--- src/rtl/pipeline_ctrl_pkg.sv ---
// Shared types and helpers for the front-end stall/flush sequencer.
// Holds the FSM state encoding, default stage indices and the prefix-mask helper.
package pipeline_ctrl_pkg;

   typedef enum logic {
      RUN     = 1'b0,
      MC_WAIT = 1'b1
   } ctrl_state_t;

   localparam int DEF_NUM_STAGES = 5;
   localparam int DEF_DEC_STAGE  = 1;
   localparam int DEF_EX_STAGE   = 2;
   localparam int DEF_CNT_W      = 4;
   localparam int DEF_PERF_W     = 32;
   localparam int MASK_W         = 32;

   // Bits 0..k-1 set; callers size-cast the result down to their buffer count.
   function automatic logic [MASK_W-1:0] mask_below(input int k);
      logic [MASK_W-1:0] m;
      m = '0;
      for (int i = 0; i < MASK_W; i++) begin
         if (i < k) m[i] = 1'b1;
      end
      return m;
   endfunction

endpackage

--- src/rtl/pipeline_hazard_ctrl_stall_cycle_counter.sv ---
// Loadable down-counter tracking the remaining hold cycles of a multi-cycle EX op.
// done flags the last hold cycle (count==1).
module stall_cycle_counter #(
   parameter int W = 4
) (
   input  logic         clk,
   input  logic         reset,
   input  logic         load,
   input  logic [W-1:0] load_val,
   input  logic         dec,
   input  logic         clear,
   output logic         done
);

   logic [W-1:0] count;

   always_ff @(posedge clk) begin
      if (reset || clear) begin
         count <= '0;
      end else if (load) begin
         count <= load_val;
      end else if (dec && (count != '0)) begin
         count <= count - W'(1);
      end
   end

   assign done = (count == W'(1));

endmodule

--- src/rtl/pipeline_hazard_ctrl.sv ---
// Stall/flush sequencer for the front-end buffer chain: merges redirects, back-pressure,
// multi-cycle EX waits and load-use hazards into per-buffer stall and bubble vectors.
module pipeline_hazard_ctrl
   import pipeline_ctrl_pkg::*;
#(
   parameter int NUM_STAGES = DEF_NUM_STAGES,
   parameter int DEC_STAGE  = DEF_DEC_STAGE,
   parameter int EX_STAGE   = DEF_EX_STAGE,
   parameter int CNT_W      = DEF_CNT_W,
   parameter int PERF_W     = DEF_PERF_W
) (
   input  logic                          clk,
   input  logic                          reset,
   input  logic                          load_use_haz,
   input  logic                          mc_start,
   input  logic [CNT_W-1:0]              mc_cycles,
   input  logic                          backend_full,
   input  logic                          flush_req,
   input  logic [$clog2(NUM_STAGES)-1:0] flush_stage,
   output logic [NUM_STAGES-1:0]         stall,
   output logic [NUM_STAGES-1:0]         flush,
   output logic                          mc_busy,
   output logic [PERF_W-1:0]             stall_cycles
);

   localparam logic [NUM_STAGES-1:0] EX_HOLD    = NUM_STAGES'(mask_below(EX_STAGE + 1));
   localparam logic [NUM_STAGES-1:0] DEC_HOLD   = NUM_STAGES'(mask_below(DEC_STAGE + 1));
   localparam logic [NUM_STAGES-1:0] EX_BUBBLE  = NUM_STAGES'(1) << (EX_STAGE + 1);
   localparam logic [NUM_STAGES-1:0] DEC_BUBBLE = NUM_STAGES'(1) << (DEC_STAGE + 1);

   ctrl_state_t             state;
   ctrl_state_t             next_state;
   logic                    in_wait;
   logic                    mc_kill;
   logic [NUM_STAGES-1:0]   fs_mask;
   logic                    cnt_load;
   logic                    cnt_dec;
   logic                    cnt_clear;
   logic                    cnt_done;

   assign in_wait = (state == MC_WAIT);
   assign mc_kill = flush_req && (int'(flush_stage) > EX_STAGE);
   assign fs_mask = NUM_STAGES'(mask_below(int'(flush_stage)));

   always_ff @(posedge clk) begin
      if (reset) begin
         state <= RUN;
      end else begin
         state <= next_state;
      end
   end

   // Priority mux: redirect > back-pressure > multi-cycle wait > load-use.
   always_comb begin
      stall   = '0;
      flush   = '0;
      mc_busy = in_wait;
      if (reset) begin
         flush   = '1;
         mc_busy = 1'b0;
      end else if (flush_req) begin
         flush = fs_mask;
         if (in_wait && !mc_kill) stall = EX_HOLD & ~fs_mask;
      end else if (backend_full) begin
         stall = '1;
      end else if (in_wait) begin
         stall = EX_HOLD;
         flush = EX_BUBBLE;
      end else if (load_use_haz) begin
         stall = DEC_HOLD;
         flush = DEC_BUBBLE;
      end
   end

   // The EX unit keeps counting through back-pressure and surviving redirects.
   always_comb begin
      next_state = state;
      cnt_load   = 1'b0;
      cnt_dec    = 1'b0;
      cnt_clear  = 1'b0;
      case (state)
         RUN: begin
            if (mc_start && !stall[EX_STAGE] && (mc_cycles >= CNT_W'(2))) begin
               next_state = MC_WAIT;
               cnt_load   = 1'b1;
            end
         end
         MC_WAIT: begin
            if (mc_kill) begin
               next_state = RUN;
               cnt_clear  = 1'b1;
            end else begin
               cnt_dec = 1'b1;
               if (cnt_done) next_state = RUN;
            end
         end
         default: next_state = RUN;
      endcase
   end

   stall_cycle_counter #(.W(CNT_W)) u_cnt (
      .clk      (clk),
      .reset    (reset),
      .load     (cnt_load),
      .load_val (mc_cycles - CNT_W'(1)),
      .dec      (cnt_dec),
      .clear    (cnt_clear),
      .done     (cnt_done)
   );

   always_ff @(posedge clk) begin
      if (reset) begin
         stall_cycles <= '0;
      end else if (stall[0] && (stall_cycles != '1)) begin
         stall_cycles <= stall_cycles + PERF_W'(1);
      end
   end

endmodule
--- config.mk ---
export PLATFORM = sky130hd
export DESIGN_NAME = pipeline_hazard_ctrl
export DESIGN_NICKNAME = d
export VERILOG_FILES = /design/src/rtl/pipeline_ctrl_pkg.sv /design/src/rtl/pipeline_hazard_ctrl_stall_cycle_counter.sv /design/src/rtl/pipeline_hazard_ctrl.sv
export SDC_FILE = /design/constraint.sdc
export NUM_CORES = 1
export LEC_CHECK = 0
export ABC_AREA = 1
export BUFFER_PORTS_ARGS = -buffer_cell sky130_fd_sc_hd__buf_4
export CAP_MARGIN = 20
export CELL_PAD_IN_SITES_DETAIL_PLACEMENT = 0
export CELL_PAD_IN_SITES_GLOBAL_PLACEMENT = 2
export CORE_MARGIN = 8
export CORE_UTILIZATION = 26
export CTS_BUF_LIST = sky130_fd_sc_hd__clkbuf_8
export CTS_CLUSTER_DIAMETER = 50
export CTS_CLUSTER_SIZE = 14
export DETAILED_ROUTE_END_ITERATION = 6
export HOLD_SLACK_MARGIN = 0.08
export PLACE_DENSITY = 0.8
export RECOVER_POWER = 50
export SYNTH_ARGS = -nofsm -noshare
export SYNTH_HDL_FRONTEND = slang
export SYNTH_HIERARCHICAL = 1
export SYNTH_SLANG_ARGS = --single-unit
--- constraint.sdc ---
create_clock -name clk -period 1.7 [get_ports clk]
set_input_delay 0.085 -clock clk [delete_from_list [all_inputs] [get_ports clk]]
set_output_delay 0.085 -clock clk [all_outputs]
set_load 0.01 [all_outputs]
==> results.toml, run 1 <==
[place]
hpwl_mm = 7.032
dpl.cell_count = 677
port_buffers = 55
gp_congestion = 0.8007
pre_cts_ws_ps = -71.74

[grt]
grt_pass1_wl_mm = 14.56
grt_usage_pct = 12.74
grt_pass1_vias = 2840
antenna_found_initial = 0
grt_max_degree = 32
grt.overflow.total = 0

[sta]
worst_slew_pin_slew_ps = 453.8
relSlewSlack_pct = 69.75
drv_slew = 0
period_minus_slack_ps = 1610
fin_crit_sh_pct = 94.72
hold_slack_ps = 178.6
setup_viol = 0
fin_ws_ps = 89.83
final_hold_viol_count = 0
worst_clock_skew_ps = 11.15
timing.fmax_mhz = 621.1

[synth]
synth_area_leader_cell = "dfxtp_1"
yosysUniqueCellTypes = 30
async_flop_share_pct = 0
yosys-top-cells-count = "nand2_1, nor2_1, inv_1"
dominantRegCellSynth = "dfxtp_1"
synth_top_cell_area_share_pct = 27.14
synth.most_common_cell = "nand2_1"
synth_area_mm2 = 0.002729
yosysWarnings = 6
ys_top_cells_by_area = "dfxtp_1, nand2_1, nor2_1"
syn_nets = 471
netlist_instances = 453
synth_seq_area_share_pct = 27.14
avgSynthCellArea_um2 = 6.024
synth_edf_count = 0
synth-seq-cells = 37

[hold_path]
worstHoldStart = "mc_start"
holdCritPathClass = "input pin to flip-flop"
min_to = "in_wait"
min_path_cells = 5

[route]
wl_per_cell_um = 13.18
viasPerCell = 4.292
antenna_left = 0
dr.pass1.iters = 6
vias = 2966
drc = 0
drt-initial-drc-count = 124
wirelength_mm = 9.110

[clocking]
root_buffer = "clkbuf_8"
cts_made_buffers = 5
clk_pin_slew_ps = 80
insertion_delay_ps = 300
cts_sinks = 37
htree_levels = 2
cts_tree = "done"
clockBufferDepth = 2

[finish]
drive_gt1_share_pct = 26.49
diodes = 0
final_util_pct = 36.32
finalNetCount = 572
synthToLayoutAreaGrowth_pct = 36.77
n_fill_cell = 1175
layoutNonFillerInstCount = 691

[power]
powerDensity_mw_per_mm2 = 507.1
peakVddDrop_uv = 333.5
power_leakage_nw = 1.562

[setup_path]
cp.required_ps = 1890
r2r-end = "stall_cycles[22]"
cpMostUsedCell = "nor2_1"
end_kind = "flip-flop"
rr_startpoint = "stall_cycles[1]"
max_stage_delay_ps = 360
cp_cell_sequence = "ha_4, nand2_2, nor2_4, nand2_4, nor2_8, nand2_4, nand2_8, buf_12, nor2_1, nor2_1, nor2_1"
crit_type = "flip-flop to flip-flop"
rr_worst_depth = 11
rrSetupSlack_ps = 90
slowest_stage = "dfxtp_2"
start_kind = "flip-flop"
cp.arrival_ps = 1800
worst-path-max-fanout = 7

[floorplanning]
start_util_pct = 26.55
core_area_mm2 = 0.01028
die_y_um = 118.5
rows = 37
dieArea_mm2 = 0.01403
die_w_um = 118.5
ioPinCount = 56

[job]
cap_violations = 0

[run_status]
status = "finished clean"
layer usage:
layer	GRT usage (%)	vias to the layer above	share of wire (%)
li1	-	1597	-
met1	15.32	1324	46
met2	22.56	39	50
met3	2.808	6	3.5
met4	3.083	0	0.80
met5	0	-	0
worst max-delay path, delay by kind of cell (launching register included):
| kind | cells | cell delay (ps) |
|---|---|---|
| buf+inv | 1 | 150 |
| simple gates | 9 | 850 |
| fa+ha+maj | 1 | 140 |
| flops | 1 | 360 |
logic make-up after synthesis:
group                    share of synthesized area (%)
adder cells (fa/ha/maj)                          2.293
buffers and inverters                            9.307
XOR/XNOR                                         5.777
AND/OR/NAND/NOR                                  46.45
flip-flops                                       27.14
AO/OA/AOI/OAI                                    9.033
power by group:
| group | internal [mW] | switching [mW] | total (mW) |
|---|---|---|---|
| logic | 0.143 | 0.201 | 0.344 |
| registers | 0.884 | 0.0186 | 0.903 |
| clock network | 0.284 | 0.362 | 0.646 |
| total | 1.31 | 0.582 | 1.89 |
placed cells by master (no fill, tap or decap):
cell	Yosys	routed
buf_6	0	1
inv_2	3	5
clkbuf_1	3	20
clkinv_2	0	2
nor3b_1	1	1
o31ai_1	1	1
nand2_8	0	1
buf_4	3	79
dfxtp_1	37	32
ha_1	5	4
nand3_1	21	21
nor2_2	1	8
a21oi_1	18	17
ha_4	0	1
clkinvlp_4	0	1
clkbuf_16	0	2
or2_2	1	1
o21ai_0	7	8
nand2_4	4	3
nor2_8	1	1
inv_1	44	41
nor3_1	2	2
nor2_1	76	69
dfxtp_4	0	1
xnor2_1	4	4
xor2_1	14	14
buf_12	1	2
nand3b_1	1	1
nand2_2	12	13
inv_6	0	1
nand2_1	169	168
a21oi_2	12	13
dfxtp_2	0	4
clkbuf_8	0	5
nor2_4	3	3
nand4_1	5	5
stage by stage:
stage                     area (µm²)  TNS [ps]  total power, mW
after floorplan                 2734         0            1.137
after global placement          3575    -267.2            1.244
after detailed placement        3575     -1562            1.245
after CTS                       3669         0            1.900
after global routing            3732    -20.10            2.008
final                           3732         0            1.893
layout make-up:
cell class,instances,area [µm²],share of cell area (%)
clock buffer,5,68.82,1.844
clock inverter,3,17.52,0.4693
inverter,47,181.4,4.861
multi-input combinational,359,1775,47.57
sequential,37,749.5,20.08
tap,136,170.2,4.559
timing repair buffer,104,769.5,20.62
how the worst max path moves through the flow:
| stage | startpoint | end | cells after the start |
|---|---|---|---|
| after floorplan | stall_cycles[1] | stall_cycles[21] | 11 |
| after global placement | stall_cycles[14] | stall_cycles[26] | 9 |
| after detailed placement | stall_cycles[7] | stall_cycles[21] | 9 |
| after CTS | stall_cycles[0] | stall_cycles[22] | 11 |
| after global routing | stall_cycles[2] | stall_cycles[22] | 10 |
| final | stall_cycles[1] | stall_cycles[22] | 11 |
what timing repair did:
action	CTS	global route
buffers inserted	0	4
gates resized for setup	3	22
gates cloned	0	2
hold buffers	0	0
pin swaps	0	4
endpoints found under the setup margin	28	34
state kept, by name (all words and copies together) (netlist names):
| signal | flops |
|---|---|
| stall_cycles | 32 |
| u_cnt/count | 4 |
| in_wait | 1 |
No activity file was read; power rests on OpenSTA's default activity.
==> inputs of run 2 (changes only) <==
--- a/config.mk
+++ b/config.mk
@@ -21,2 +21,3 @@
 export RECOVER_POWER = 50
+export SETUP_SLACK_MARGIN = 0.05
 export SYNTH_ARGS = -nofsm -noshare
==> constraint.sdc (replaced) <==
create_clock -name clk -period 1.7 [get_ports clk]
set_input_delay 0 -clock clk [delete_from_list [all_inputs] [get_ports clk]]
set_output_delay 0 -clock clk [all_outputs]
set_load 0.01 [all_outputs]
==> run 2 against run 1 <==
Net effect:
- setup slack gained 33 ps
- first-iteration DRC count shrank 36%
- non-clock buffer count grew 3
- clock skew shrank 0.98 ps
- critical endpoint is now stall_cycles[31]
- largest power group unchanged
==> results.toml, run 2 (synthesized netlist as in run 1, its figures left out) <==
[run_status]
status = "finished clean"

[sta]
hold_slack_ps = 112.9
worst_slew_pin_slew_ps = 720.8
relSlewSlack_pct = 51.95
worst_clock_skew_ps = 10.18
drv_slew = 0
setup_tns_ps = 0
final_hold_viol_count = 0
timing.fmax_mhz = 633.9
setup_viol = 0
fin_crit_sh_pct = 92.80
rsz0062_at_grt = "false"
period_minus_slack_ps = 1578

[power]
powerDensity_mw_per_mm2 = 482.4
p_sw_mw = 0.5385
p_comb_share_pct = 18.5
seq_power_share_pct = 49.2
power.share.switching_pct = 29.25
power_mw = 1.841
clkPwrFrac_pct = 32.4
p_int_mw = 1.302
power_leakage_nw = 1.613
peakVddDrop_uv = 254.3

[grt]
grt_pass1_wl_mm = 14.17
grt.overflow.total = 0
grt_pass1_vias = 2872
grt_usage_pct = 12.20
grt_max_degree = 29
antenna_found_initial = 0

[clocking]
htree_levels = 2
cts_tree = "done"
ctsHoldBuffers = 0
cts_made_buffers = 5
cts_sinks = 37
clockBufferDepth = 2
root_buffer = "clkbuf_8"
insertion_delay_ps = 290
clk_pin_slew_ps = 80

[setup_path]
start_kind = "flip-flop"
rr_startpoint = "stall_cycles[3]"
critPathLaunch = "stall_cycles[3]"
crit_end = "stall_cycles[31]"
cp.required_ps = 1920
crit_type = "flip-flop to flip-flop"
rr_worst_depth = 9
end_kind = "flip-flop"
r2r-end = "stall_cycles[31]"
worst-path-max-fanout = 7
rrSetupSlack_ps = 120
cp.arrival_ps = 1800

[finish]
finalNetCount = 575
drive_gt1_share_pct = 28.67
layout_commonest_cell = "nand2_1"
largest_register_ffs = 32
regMostFlops = "stall_cycles"
layout_common_cells = "nand2_1, buf_4, nor2_1"
diodes = 0
synthToLayoutAreaGrowth_pct = 39.84

[place]
port_buffers = 55
hpwl_mm = 7.074
gp_congestion = 0.8229

[floorplanning]
dieArea_mm2 = 0.01403
die_w_um = 118.5
core_area_mm2 = 0.01028
die_y_um = 118.5
start_util_pct = 26.55
ioPinCount = 56
rows = 37

[route]
drc = 0
viasPerCell = 4.317
drt-initial-drc-count = 79
vias = 2996
dr.pass1.iters = 4
wl_per_cell_um = 12.81
antenna_left = 0
wirelength_mm = 8.893

[job]
cap_violations = 0

[hold_path]
holdCritPathClass = "input pin to flip-flop"
-- run 2: cell types whose count changed in the layout (fill, tap and decap cells not counted), sizes merged --
cell,change
buf,+10
clkbuf,-7
clkinvlp,-1
inv,+1
-- run 2: final cells by class --
cell class                 instances  area [µm²]
sequential                        37       749.5
clock buffer                       5       68.82
clock inverter                     3       13.76
timing repair buffer             107       822.0
fill                            1151        6461
inverter                          47       181.4
tap                              136       170.2
multi-input combinational        359        1810
-- run 2: worst min path at each step --
stage | slack [ps] | cells past startpoint | to | from
5_1_grt | 160 | 6 | u_cnt/count[2] | mc_cycles[2]
4_1_cts | 90 | 5 | in_wait | mc_start
3_5_place_dp | 290 | 3 | flush[3] | backend_full
6_report | 110 | 5 | in_wait | mc_start
3_3_place_gp | 290 | 3 | flush[3] | backend_full
2_1_floorplan | 90 | 1 | flush[3] | flush_req
-- run 2: worst max-delay path, cell delays in order, from the launching register on --
cell,delay [ps]
dfxtp_1,430
inv_1,120
nor2_4,160
nand2_4,80
nor2_8,130
nand2_8,80
nand2_8,140
clkbuf_16,180
nand2_2,50
a21oi_2,130
-- run 2: what timing repair did --
item / 4_1_cts / 5_1_grt
setup endpoints to repair: 29 / 34
gates resized for setup: 4 / 31
setup buffers: 0 / 6
pin swaps: 0 / 5
gates cloned: 0 / 2
-- run 2: power by group through the flow --
stage | registers (mW) | clock network, mW | logic [mW]
after detailed placement | 0.925 | 0 | 0.316
after global placement | 0.924 | 0 | 0.315
after CTS | 0.905 | 0.621 | 0.320
final | 0.905 | 0.596 | 0.340
after global routing | 0.908 | 0.664 | 0.382
after floorplan | 0.921 | 0 | 0.216
-- run 2: per-layer routing --
metal / part of all wire (%) / track usage [%]
met1: 46 / 14.69
met2: 50 / 21.71
met3: 3.8 / 2.951
met4: 0.38 / 2.213
met5: 0 / 0
-- run 2: metrics by stage --
stage          utilization, %  worst slack, ps  area, µm²  std cells
6_report                37.13            122.4       3816        694
5_1_grt                 37.13            17.15       3816        694
4_1_cts                 35.78            30.09       3677        686
3_5_place_dp            34.88           -44.88       3585        678
3_3_place_gp            34.88            20.83       3585        678
2_1_floorplan               -            57.07       2749        453
